`src/rtl/flash_pkg.sv`:
```
// Shared constants and types for the NOR flash read controller.
package flash_pkg;

   localparam int          FLASH_AW = 23;
   localparam int          OFFS_W   = 20;
   localparam logic [22:0] PRG_BASE = 23'h000000;
   localparam logic [22:0] CHR_BASE = 23'h400000;

   typedef enum logic {
      ST_IDLE   = 1'b0,
      ST_ACCESS = 1'b1
   } fctl_state_t;

   typedef enum logic {
      GNT_PRG = 1'b0,
      GNT_CHR = 1'b1
   } fctl_grant_t;

endpackage

```
`src/rtl/flash_rr_arb2.sv`:
```
// Two-way round-robin arbiter: picks PRG or CHR from the eligible pair,
// giving a tie to whichever client was not served last.
module flash_rr_arb2
   import flash_pkg::*;
(
   input  logic        prg_elig,
   input  logic        chr_elig,
   input  fctl_grant_t last_grant,
   output logic        gnt_valid,
   output fctl_grant_t gnt_sel
);

   // Grant decision from eligibility and last served client
   always_comb begin
      gnt_valid = 1'b0;
      gnt_sel   = GNT_PRG;
      if (prg_elig && chr_elig) begin
         gnt_valid = 1'b1;
         if (last_grant == GNT_PRG) begin
            gnt_sel = GNT_CHR;
         end else begin
            gnt_sel = GNT_PRG;
         end
      end else if (prg_elig) begin
         gnt_valid = 1'b1;
         gnt_sel   = GNT_PRG;
      end else if (chr_elig) begin
         gnt_valid = 1'b1;
         gnt_sel   = GNT_CHR;
      end else begin
         gnt_valid = 1'b0;
         gnt_sel   = last_grant;
      end
   end

endmodule

```
`src/rtl/flash_read_ctrl.sv`:
```
// Byte-read controller for the parallel NOR flash. Serves PRG and CHR
// clients round-robin, maps each offset into the client's region, waits a
// fixed access time and returns the sampled byte with a one-cycle ack.
module flash_read_ctrl
   import flash_pkg::*;
#(
   parameter int          WAIT_CYCLES = 3,
   parameter int          FLASH_AW    = flash_pkg::FLASH_AW,
   parameter int          OFFS_W      = flash_pkg::OFFS_W,
   parameter logic [22:0] PRG_BASE    = flash_pkg::PRG_BASE,
   parameter logic [22:0] CHR_BASE    = flash_pkg::CHR_BASE
) (
   input  logic                i_clk,
   input  logic                i_rstn,
   input  logic                i_prg_req,
   input  logic [OFFS_W-1:0]   i_prg_addr,
   output logic                o_prg_ack,
   output logic [7:0]          o_prg_data,
   input  logic                i_chr_req,
   input  logic [OFFS_W-1:0]   i_chr_addr,
   output logic                o_chr_ack,
   output logic [7:0]          o_chr_data,
   output logic [FLASH_AW-1:0] o_flash_addr,
   input  logic [7:0]          i_flash_q,
   output logic                o_busy
);

   localparam logic [3:0] WAIT_LD = 4'(WAIT_CYCLES);

   fctl_state_t         state_r,      state_s;
   fctl_grant_t         cur_grant_r,  cur_grant_s;
   fctl_grant_t         last_grant_r, last_grant_s;
   logic [3:0]          cnt_r,        cnt_s;
   logic [FLASH_AW-1:0] addr_r,       addr_s;
   logic                busy_r,       busy_s;
   logic                prg_ack_r,    prg_ack_s;
   logic                chr_ack_r,    chr_ack_s;
   logic [7:0]          prg_data_r,   prg_data_s;
   logic [7:0]          chr_data_r,   chr_data_s;

   logic                prg_elig_s;
   logic                chr_elig_s;
   logic                gnt_valid_s;
   fctl_grant_t         gnt_sel_s;
   logic [FLASH_AW-1:0] prg_map_s;
   logic [FLASH_AW-1:0] chr_map_s;

   // A client whose ack is currently high sits out one cycle, so a request
   // still held during its ack cycle is not served twice.
   assign prg_elig_s = i_prg_req && !prg_ack_r;
   assign chr_elig_s = i_chr_req && !chr_ack_r;

   // Region mapping: upper bits come only from the base, so an offset can
   // never reach into the neighbouring region.
   assign prg_map_s = FLASH_AW'(PRG_BASE) | {{(FLASH_AW-OFFS_W){1'b0}}, i_prg_addr};
   assign chr_map_s = FLASH_AW'(CHR_BASE) | {{(FLASH_AW-OFFS_W){1'b0}}, i_chr_addr};

   flash_rr_arb2 u_arb (
      .prg_elig   (prg_elig_s),
      .chr_elig   (chr_elig_s),
      .last_grant (last_grant_r),
      .gnt_valid  (gnt_valid_s),
      .gnt_sel    (gnt_sel_s)
   );

   // Next-state and next-output logic for the grant/access sequence
   always_comb begin
      state_s      = state_r;
      cur_grant_s  = cur_grant_r;
      last_grant_s = last_grant_r;
      cnt_s        = cnt_r;
      addr_s       = addr_r;
      busy_s       = busy_r;
      prg_ack_s    = 1'b0;
      chr_ack_s    = 1'b0;
      prg_data_s   = prg_data_r;
      chr_data_s   = chr_data_r;
      case (state_r)
         ST_IDLE: begin
            if (gnt_valid_s) begin
               cur_grant_s  = gnt_sel_s;
               last_grant_s = gnt_sel_s;
               cnt_s        = WAIT_LD;
               busy_s       = 1'b1;
               state_s      = ST_ACCESS;
               if (gnt_sel_s == GNT_CHR) begin
                  addr_s = chr_map_s;
               end else begin
                  addr_s = prg_map_s;
               end
            end else begin
               state_s = ST_IDLE;
            end
         end
         ST_ACCESS: begin
            if (cnt_r != 4'd0) begin
               cnt_s = cnt_r - 4'd1;
            end else begin
               busy_s  = 1'b0;
               state_s = ST_IDLE;
               if (cur_grant_r == GNT_CHR) begin
                  chr_data_s = i_flash_q;
                  chr_ack_s  = 1'b1;
               end else begin
                  prg_data_s = i_flash_q;
                  prg_ack_s  = 1'b1;
               end
            end
         end
         default: begin
            state_s = ST_IDLE;
            busy_s  = 1'b0;
            cnt_s   = 4'd0;
         end
      endcase
   end

   // FSM state register
   always_ff @(posedge i_clk or negedge i_rstn) begin
      if (!i_rstn) begin
         state_r <= ST_IDLE;
      end else begin
         state_r <= state_s;
      end
   end

   // Datapath and output registers; reset aborts any access in flight
   always_ff @(posedge i_clk or negedge i_rstn) begin
      if (!i_rstn) begin
         cur_grant_r  <= GNT_PRG;
         last_grant_r <= GNT_PRG;
         cnt_r        <= 4'd0;
         addr_r       <= '0;
         busy_r       <= 1'b0;
         prg_ack_r    <= 1'b0;
         chr_ack_r    <= 1'b0;
         prg_data_r   <= 8'h00;
         chr_data_r   <= 8'h00;
      end else begin
         cur_grant_r  <= cur_grant_s;
         last_grant_r <= last_grant_s;
         cnt_r        <= cnt_s;
         addr_r       <= addr_s;
         busy_r       <= busy_s;
         prg_ack_r    <= prg_ack_s;
         chr_ack_r    <= chr_ack_s;
         prg_data_r   <= prg_data_s;
         chr_data_r   <= chr_data_s;
      end
   end

   assign o_flash_addr = addr_r;
   assign o_busy       = busy_r;
   assign o_prg_ack    = prg_ack_r;
   assign o_chr_ack    = chr_ack_r;
   assign o_prg_data   = prg_data_r;
   assign o_chr_data   = chr_data_r;

endmodule

```
`config.mk`:
```
export PLATFORM = sky130hd
export DESIGN_NAME = flash_read_ctrl
export DESIGN_NICKNAME = d
export VERILOG_FILES = /design/src/rtl/flash_pkg.sv /design/src/rtl/flash_rr_arb2.sv /design/src/rtl/flash_read_ctrl.sv
export SDC_FILE = /design/constraint.sdc
export NUM_CORES = 1
export LEC_CHECK = 0
export BUFFER_PORTS_ARGS = -buffer_cell sky130_fd_sc_hd__buf_2
export CORE_AREA = 2 2 98 90
export CTS_CLUSTER_SIZE = 20
export DETAILED_ROUTE_END_ITERATION = 10
export DIE_AREA = 0 0 100 92
export GPL_TIMING_DRIVEN = 0
export PLACE_DENSITY = 0.47
export SLEW_MARGIN = 10
export SYNTH_ARGS = -nofsm -noshare
export SYNTH_HDL_FRONTEND = slang
export SYNTH_SLANG_ARGS = --single-unit
```
`constraint.sdc`:
```
create_clock -name i_clk -period 3.5 [get_ports i_clk]
set_input_delay 0.175 -clock i_clk [delete_from_list [all_inputs] [get_ports i_clk]]
set_output_delay 0.175 -clock i_clk [all_outputs]
set_load 0.05 [all_outputs]
```
* After elaboration in Yosys (flattened, before gate mapping)
Cells that the tools add are included.
** Cells by class
- Add/sub/neg operators :: 1
- $mul :: 0
- Divide/modulo/power cells :: 0
- Magnitude comparators :: 0
- Equal/unequal tests :: 3
- Shifts and indexed selects :: 0
- Muxes and demuxes :: 22
- Bitwise logic cells :: 3
- Reductions and logical operators :: 11
** Operator list (number)
- $mux 23 :: 1
- $mux 1 :: 16
- $mux 4 :: 2
- $pmux 4 s2 :: 1
- $reduce_and 2->1 :: 3
- $reduce_and 3->1 :: 2
- $ne 2x2->1 const B :: 2
- $pmux 1 s2 :: 2
- $reduce_bool 4->1 :: 1
- $sub 4x1->4 const B :: 1
- $logic_and 1x1->1 :: 3
- $not 1->1 :: 3
- $logic_not 1->1 :: 2
- $ne 2x1->1 const B :: 1
** Storage, ports and cells
- Flip-flop bits (word level) :: 48
- Latch bits :: 0
- Memory bits (writable) :: 0
- Bits in read-only memories :: 0
- Input bits :: 52
- Logic and storage cells :: 49
- Memories :: 0

* Depth between registers and ports, before layout
Gate-level depths: netlist (run 1).
- Depth in word-level cells :: 7
- Depth in mapped cells :: 7
- Mapped depth without buffers :: 6

* Modules after synthesis
A second synthesis (run 1) with hierarchy kept.
** Unflattened totals
- Cells, all modules :: 171
- Area total of the unflattened synthesis :: 1976.9 sq um
** By module, submodules not included
- flash_read_ctrl :: times used 1, cells each 168, area each 1956.9 sq um, seq. area each 1126.1 sq um
- flash_rr_arb2 :: times used 1, cells each 3, area each 20.0 sq um, seq. area each 0.0 sq um

* Least setup slack after synthesis (run 1)
OpenSTA, ideal clock, no wires.
- Path type :: flip-flop to flip-flop
- Start point :: register cnt_r[0]
- End point :: register prg_data_r[0] (netlist: o_prg_data[0])
- Setup time :: 0.125 ns
- Data arrival time :: 1.518 ns
- Slack :: 1.856 ns
- Stages on the path, launching flop included :: 8
- Buffers on the path :: 1
- Period minus slack after synthesis :: 1.644 ns
- Cells stage by stage :: dfrtp_1 inv_1 ha_1 nand2b_4 nor3b_4 and2b_1 buf_6 mux2_4
** On the way
- Word-level cells in the longest chain between the ends :: 3
** RTL lines
- start: declaration :: RTL line flash_read_ctrl.sv:33 : logic [3:0] cnt_r, cnt_s;
- start signal: assignment :: RTL line flash_read_ctrl.sv:142 : cnt_r <= cnt_s;
- $reduce_bool 4->1 :: RTL line flash_read_ctrl.sv:96 : if (cnt_r != 4'd0) begin
- $not 1->1 (no source line)
- $reduce_and 3->1 (no source line)
- end signal: assignment :: RTL line flash_read_ctrl.sv:147 : prg_data_r <= prg_data_s;
- end: declaration :: RTL line flash_read_ctrl.sv:38 : logic [7:0] prg_data_r, prg_data_s;
No other way between the ends.
A chain may end at the register's enable or synchronous reset.

* Final worst setup path (run 1)
- Start point :: register cnt_r[0]
- End point :: register prg_data_r[2] (netlist: o_prg_data[2])
The elaborated chain is that of the path after synthesis.

==> results of run 1 <==
registers in the layout (all words and copies together) (netlist names):
register,cells
o_chr_data,8
o_flash_addr,21
o_busy,1
state_r,1
o_prg_ack,1
o_prg_data,8
o_chr_ack,1
cnt_r,4
per-layer routing:
layer	up-vias	track usage [%]	wire (um)
li1	740	-	-
met4	0	3.082	48
met3	6	2.668	246
met5	-	0	0
met2	49	15.88	2076
met1	720	13.75	2162
kinds of logic after synthesis:
group | Yosys count
AOI/OAI and AO/OA | 27
adders and majority gates | 2
DFF | 45
other | 1
and+or+nand+nor | 35
xor gates and xnor gates | 1
muxes | 37
buffers and inverters | 14
synth_stat cells (all sizes together):
cell	n
a21oi	24
xor2	1
nor3	2
a22o	1
buf	10
and2b	1
mux2	16
nor2	24
nand2	2
mux2i	21
nor3b	2
a22oi	1
dfrtp	45
o21a	1
conb	1
inv	4
nand2b	4
ha	2
metrics by stage:
stage / utilization [%] / power, W
after floorplan: - / 0.002268
after global placement: 31.11 / 0.002655
after detailed placement: 31.11 / 0.002670
after CTS: 32.36 / 0.003064
after global routing: 32.36 / 0.003189
final: 32.36 / 0.003014
power breakdown:
part	total (W)	switching (W)	internal [W]
Combinational	0.00172	0.00120	0.000522
Clock	0.000383	0.000175	0.000208
Sequential	0.000910	0.000141	0.000769
Total	0.00301	0.00152	0.00150
worst paths after layout:
check,from,slack (ns),depth (start not counted),to
setup / recovery,cnt_r[0]$_DFFE_PN0P_,1.73,7,o_prg_data[2]$_DFFE_PN0P_
hold / removal,i_rstn,0.06,1,o_flash_addr[8]$_DFFE_PN0P_
setup reg to reg,cnt_r[0]$_DFFE_PN0P_,1.73,7,o_prg_data[2]$_DFFE_PN0P_
hold reg to reg,o_chr_data[7]$_DFFE_PN0P_,0.51,1,o_chr_data[7]$_DFFE_PN0P_
max in group asynchronous,i_rstn,2.82,1,o_flash_addr[1]$_DFFE_PN0P_
min in group i_clk,i_flash_q[4],0.12,2,o_prg_data[4]$_DFFE_PN0P_
worst register-to-register path, delay by kind of cell, from the launching register on:
kind	cells	cell delay [ns]
adders and majority gates	1	0.19
and+or+nand+nor	3	0.49
buffers and inverters	2	0.26
DFF	1	0.41
muxes	1	0.31
cell type report:
cell class              count  area [sq um]  share of cell area [%]
flip-flops and latches     45          1126                   41.78
multi-input cells         104         790.8                   29.34
repair buffers             91         455.4                   16.90
well taps                 102         127.6                   4.735
plain buffers              10         76.32                   2.832
clock buffers               5         68.82                   2.553
clock inverters             2         35.03                   1.300
inverters                   4         15.01                  0.5571
==> impl_metrics.ini, run 1 <==
[pwr]
leakagePower_nw = 1.380
ir_worst_vdd_uv = 553.3
power_density_nw_per_um2 = 1118

[synth]
synthesis.area_sq_um = 2004
syn_avg_cell_area_sq_um = 12.37
synth_top_family_by_area = multiplexers
synth-compound-area-share_pct = 7.615
synth_cells = 162
seq_area_frac_synth_pct = 56.18
yosys-top-cells-area = dfrtp_1, mux2i_1, mux2_4
ys_types = 25
synth_top_cell_by_area = dfrtp_1
synth_warnings = 0
synth_fa_ha_area_share_pct = 1.248
yosys-mux-area-fraction_pct = 20.97
synth_xor_area_share_pct = 0.4370
synthSimpleGateAreaFrac_pct = 8.801
synthDominantCellAreaShare_pct = 56.18
ys_ff_latch = 45

[detailed_routing]
ant_nets = 0
num_vias = 1515
wirelength_um = 4533
wl_per_cell_um = 12.49
first_iter_violations = 43
dr.pass1.iters = 4
vias_per_cell = 4.174
drc_errors = 0

[clock_tree]
clock_latency_ns = 0.29
htree_levels = 2
cts_buffer_depth = 2
post_cts_resized = 0
path_clk_slew_ns = 0.08
clockRootBuffer = clkbuf_8
post_cts.repair.setup_buffers = 0
cts_sinks = 45
cts_hold_buf = 0
cts_tree = built
cts-buffers-inserted = 5

[worst_setup_path]
critical_path_buf_inv_count = 2
max_stage_delay_ns = 0.41
cp_slowest_cell = dfrtp_1
required_ns = 3.68
cp_max_fo = 9
cp.arrival_ns = 1.94
startpoint_type = flop
cp_cell_sequence = inv_1 -> ha_1 -> nand2b_4 -> nor3b_4 -> and2b_1 -> buf_6 -> mux2_4
crit_type = flop to flop
path_delay_family = simple AND/OR/NAND/NOR gates
crit_path_end_kind = flop

[timing]
tightest_slew_ns = 1.018
hold_viol = 0
period_minus_slack_ns = 1.765
setup_ws_ns = 1.735
fin_skew_ns = 0.008524
clock.fmax_mhz = 566.5
rsz0062_at_grt = no
min_period_over_period_pct = 50.43
slew_headroom_pct = 32.11
setup_viol = 0
finalSetupTns_ns = 0
hold_ws_ns = 0.05837
drv_slew = 0

[floorplanning]
initial_core_util_pct = 24.07
dieArea_sq_um = 9200
pin_count = 94
coreArea_sq_um = 8328
die_h_um = 92
fp.dieW_um = 100
num_rows = 32

[cells_and_area]
layout.cells.non_filler = 363
layout_commonest_cell = buf_2
area_growth_pct = 34.46
n_fill_cell = 877
final_layout_size_suffix_gt1_share_pct = 49.81
nets = 315
antennaDiodeCount = 0
fin_area_sq_um = 2695
layout_common_cells = buf_2, dfrtp_1, nor2_1

[placement]
dpl_cell_area_sq_um = 2591
placedCellCount = 356
io_buffers = 91
dpl.hpwl_um = 3280
pre_cts_ws_ns = 1.730
gp_congestion = 0.6577

[global_route]
grt_max_degree = 46
grt_pass1_vias = 1467
overflow = 0
grt_usage_pct = 10.14
grt_pass1_wl_um = 7286
antenna_found_initial = 0

[job]
cap_violations = 0

[hold_path]
min_path_type = primary input to async pin

[run_status]
status = complete, no violations
Note: power is estimated with default switching activity, not from simulation.
==> run 2: changes to the inputs <==
Clock period 3.5 ns to 1.7 ns, I/O delays scaled along.
==> run 2 against run 1 <==
Net effect:
- the run now ends with negative hold slack left
- clock power increased by 110%
- routed wire length up 2.8%
- power grew 110%
- sequential power grew 110%
- worst setup slack worse by 1.7 ns
- clock skew fell by 0.00069 ns
- register-to-register slack lost 1.7 ns
- die area is the same
- sequential share of layout area decreased by 0.95 points
- maximum frequency increased by 4.8%
- largest cell class unchanged
- highest routed layer unchanged
==> impl_metrics.ini, run 2 (synthesis results as in run 1) <==
[cells_and_area]
final_layout_size_suffix_gt1_share_pct = 52.26
seq_area_sq_um = 1126
layout_commonest_cell = buf_2
antennaDiodeCount = 0
n_fill_cell = 868
largest_reg_flops = 21
area_growth_pct = 37.58
multi_input_area_sq_um = 812.0
layout_common_cells = buf_2, dfrtp_1, nor2_1
nets = 320

[detailed_routing]
first_iter_violations = 41
wirelength_um = 4661
wl_per_cell_um = 12.67
vias_per_cell = 4.188
dr.pass1.iters = 4
ant_nets = 0
drc_errors = 0
num_vias = 1541

[clock_tree]
htree_levels = 2
clock_latency_ns = 0.30
clockRootBuffer = clkbuf_8
cts_sinks = 45
path_clk_slew_ns = 0.08
cts-buffers-inserted = 5
cts_tree = built
cts_buffer_depth = 2
cts_hold_buf = 0

[timing]
min_period_over_period_pct = 99.11
slew_headroom_pct = 31.61
drv_slew = 0
clock.fmax_mhz = 593.5
hold_viol = 45
rsz0062_at_grt = yes
hold_ws_ns = -0.02975
setup_viol = 0
period_minus_slack_ns = 1.685
tightest_slew_ns = 1.026
fin_skew_ns = 0.007837

[pwr]
leakagePower_nw = 1.404
ir_worst_vdd_uv = 1141
p_int_w = 0.003152
combPwrFrac_pct = 57.8
net-switching-power_w = 0.003171
seqPwrFrac_pct = 29.7
power_w = 0.006323
power_density_nw_per_um2 = 2293
switching_share_pct = 50.15
pwr-share-clk_pct = 12.5

[floorplanning]
initial_core_util_pct = 24.07
fp.dieW_um = 100
pin_count = 94
die_h_um = 92
dieArea_sq_um = 9200
coreArea_sq_um = 8328
num_rows = 32

[worst_setup_path]
crit_path_end_kind = flop
cp_max_fo = 5
startpoint_type = flop
crit_type = flop to flop
r2r-start = cnt_r[0]$_DFFE_PN0P_
cp.arrival_ns = 1.87
required_ns = 1.88
crit_path_start = cnt_r[0]$_DFFE_PN0P_
reg2reg_depth = 7

[global_route]
grt_pass1_wl_um = 7431
grt_pass1_vias = 1483
grt_max_degree = 46
overflow = 0
grt_usage_pct = 10.33
antenna_found_initial = 0

[placement]
io_buffers = 91
dpl.hpwl_um = 3280
gp_congestion = 0.6577

[run_status]
status = finished with violations
violations = negative hold slack

[hold_path]
min_path_type = primary input to async pin

[job]
cap_violations = 0
run 2: cell types whose count changed in the layout (fill, tap and decap cells not counted), sizes merged:
cell / delta
buf: +5
run 2: stage by stage:
step           setup WS [ns]  cell area [sq um]  instances  utilization (%)  TNS [ns]
6_report             0.01505               2758        368            33.11         0
5_1_grt             -0.06972               2758        368            33.11   -0.3580
4_1_cts             0.005792               2728        365            32.75         0
3_5_place_dp        -0.07033               2591        356            31.11   -0.5458
3_3_place_gp        -0.07156               2591        356            31.11   -0.5430
2_1_floorplan        0.05646               2008        163                -         0
run 2: final timing paths:
check	endpoint	slack, ns
setup / recovery	o_prg_data[2]$_DFFE_PN0P_	0.02
hold / removal	o_flash_addr[8]$_DFFE_PN0P_	-0.03
setup reg to reg	o_prg_data[2]$_DFFE_PN0P_	0.02
hold reg to reg	o_chr_data[7]$_DFFE_PN0P_	0.51
max in group asynchronous	o_flash_addr[1]$_DFFE_PN0P_	1.10
min in group i_clk	o_prg_data[0]$_DFFE_PN0P_	0.03
run 2: metal layers:
layer	part of all wire, %	wire length, um	track usage [%]	vias up
li1	-	-	-	748
met4	1.1	49	3.082	0
met5	0	0	0	-
met3	5.3	248	2.668	6
met1	47	2201	14.09	736
met2	46	2161	16.16	51
run 2: layout make-up:
| type | instances | share of cell area, % |
|---|---|---|
| flip-flops and latches | 45 | 40.83 |
| multi-input cells | 104 | 29.45 |
| repair buffers | 96 | 18.01 |
| well taps | 102 | 4.628 |
| plain buffers | 10 | 2.768 |
| clock buffers | 5 | 2.495 |
| clock inverters | 2 | 1.270 |
| inverters | 4 | 0.5445 |
run 2: worst max-delay path, stage by stage (launching register included):
cell      delay [ns]
dfrtp_1         0.41
inv_2           0.08
ha_4            0.13
nand2b_4        0.06
nor3b_4         0.25
and2b_2         0.21
buf_6           0.14
mux2_4          0.30
run 2: power by group through the flow:
stage	Combinational, W	Clock (W)	Sequential, W
3_5_place_dp	0.00360	0	0.00189
6_report	0.00366	0.000792	0.00188
4_1_cts	0.00366	0.000824	0.00188
5_1_grt	0.00386	0.000861	0.00195
3_3_place_gp	0.00358	0	0.00189
2_1_floorplan	0.00124	0	0.00343
run 2: timing repair:
| action | CTS | global route |
|---|---|---|
| buffers inserted | 1 | 3 |
| hold endpoints to repair | 0 | 0 |
| resized for setup | 7 | 1 |
| gates cloned | 1 | 0 |
| pin swaps | 2 | 1 |
| setup endpoints to repair | 8 | 12 |
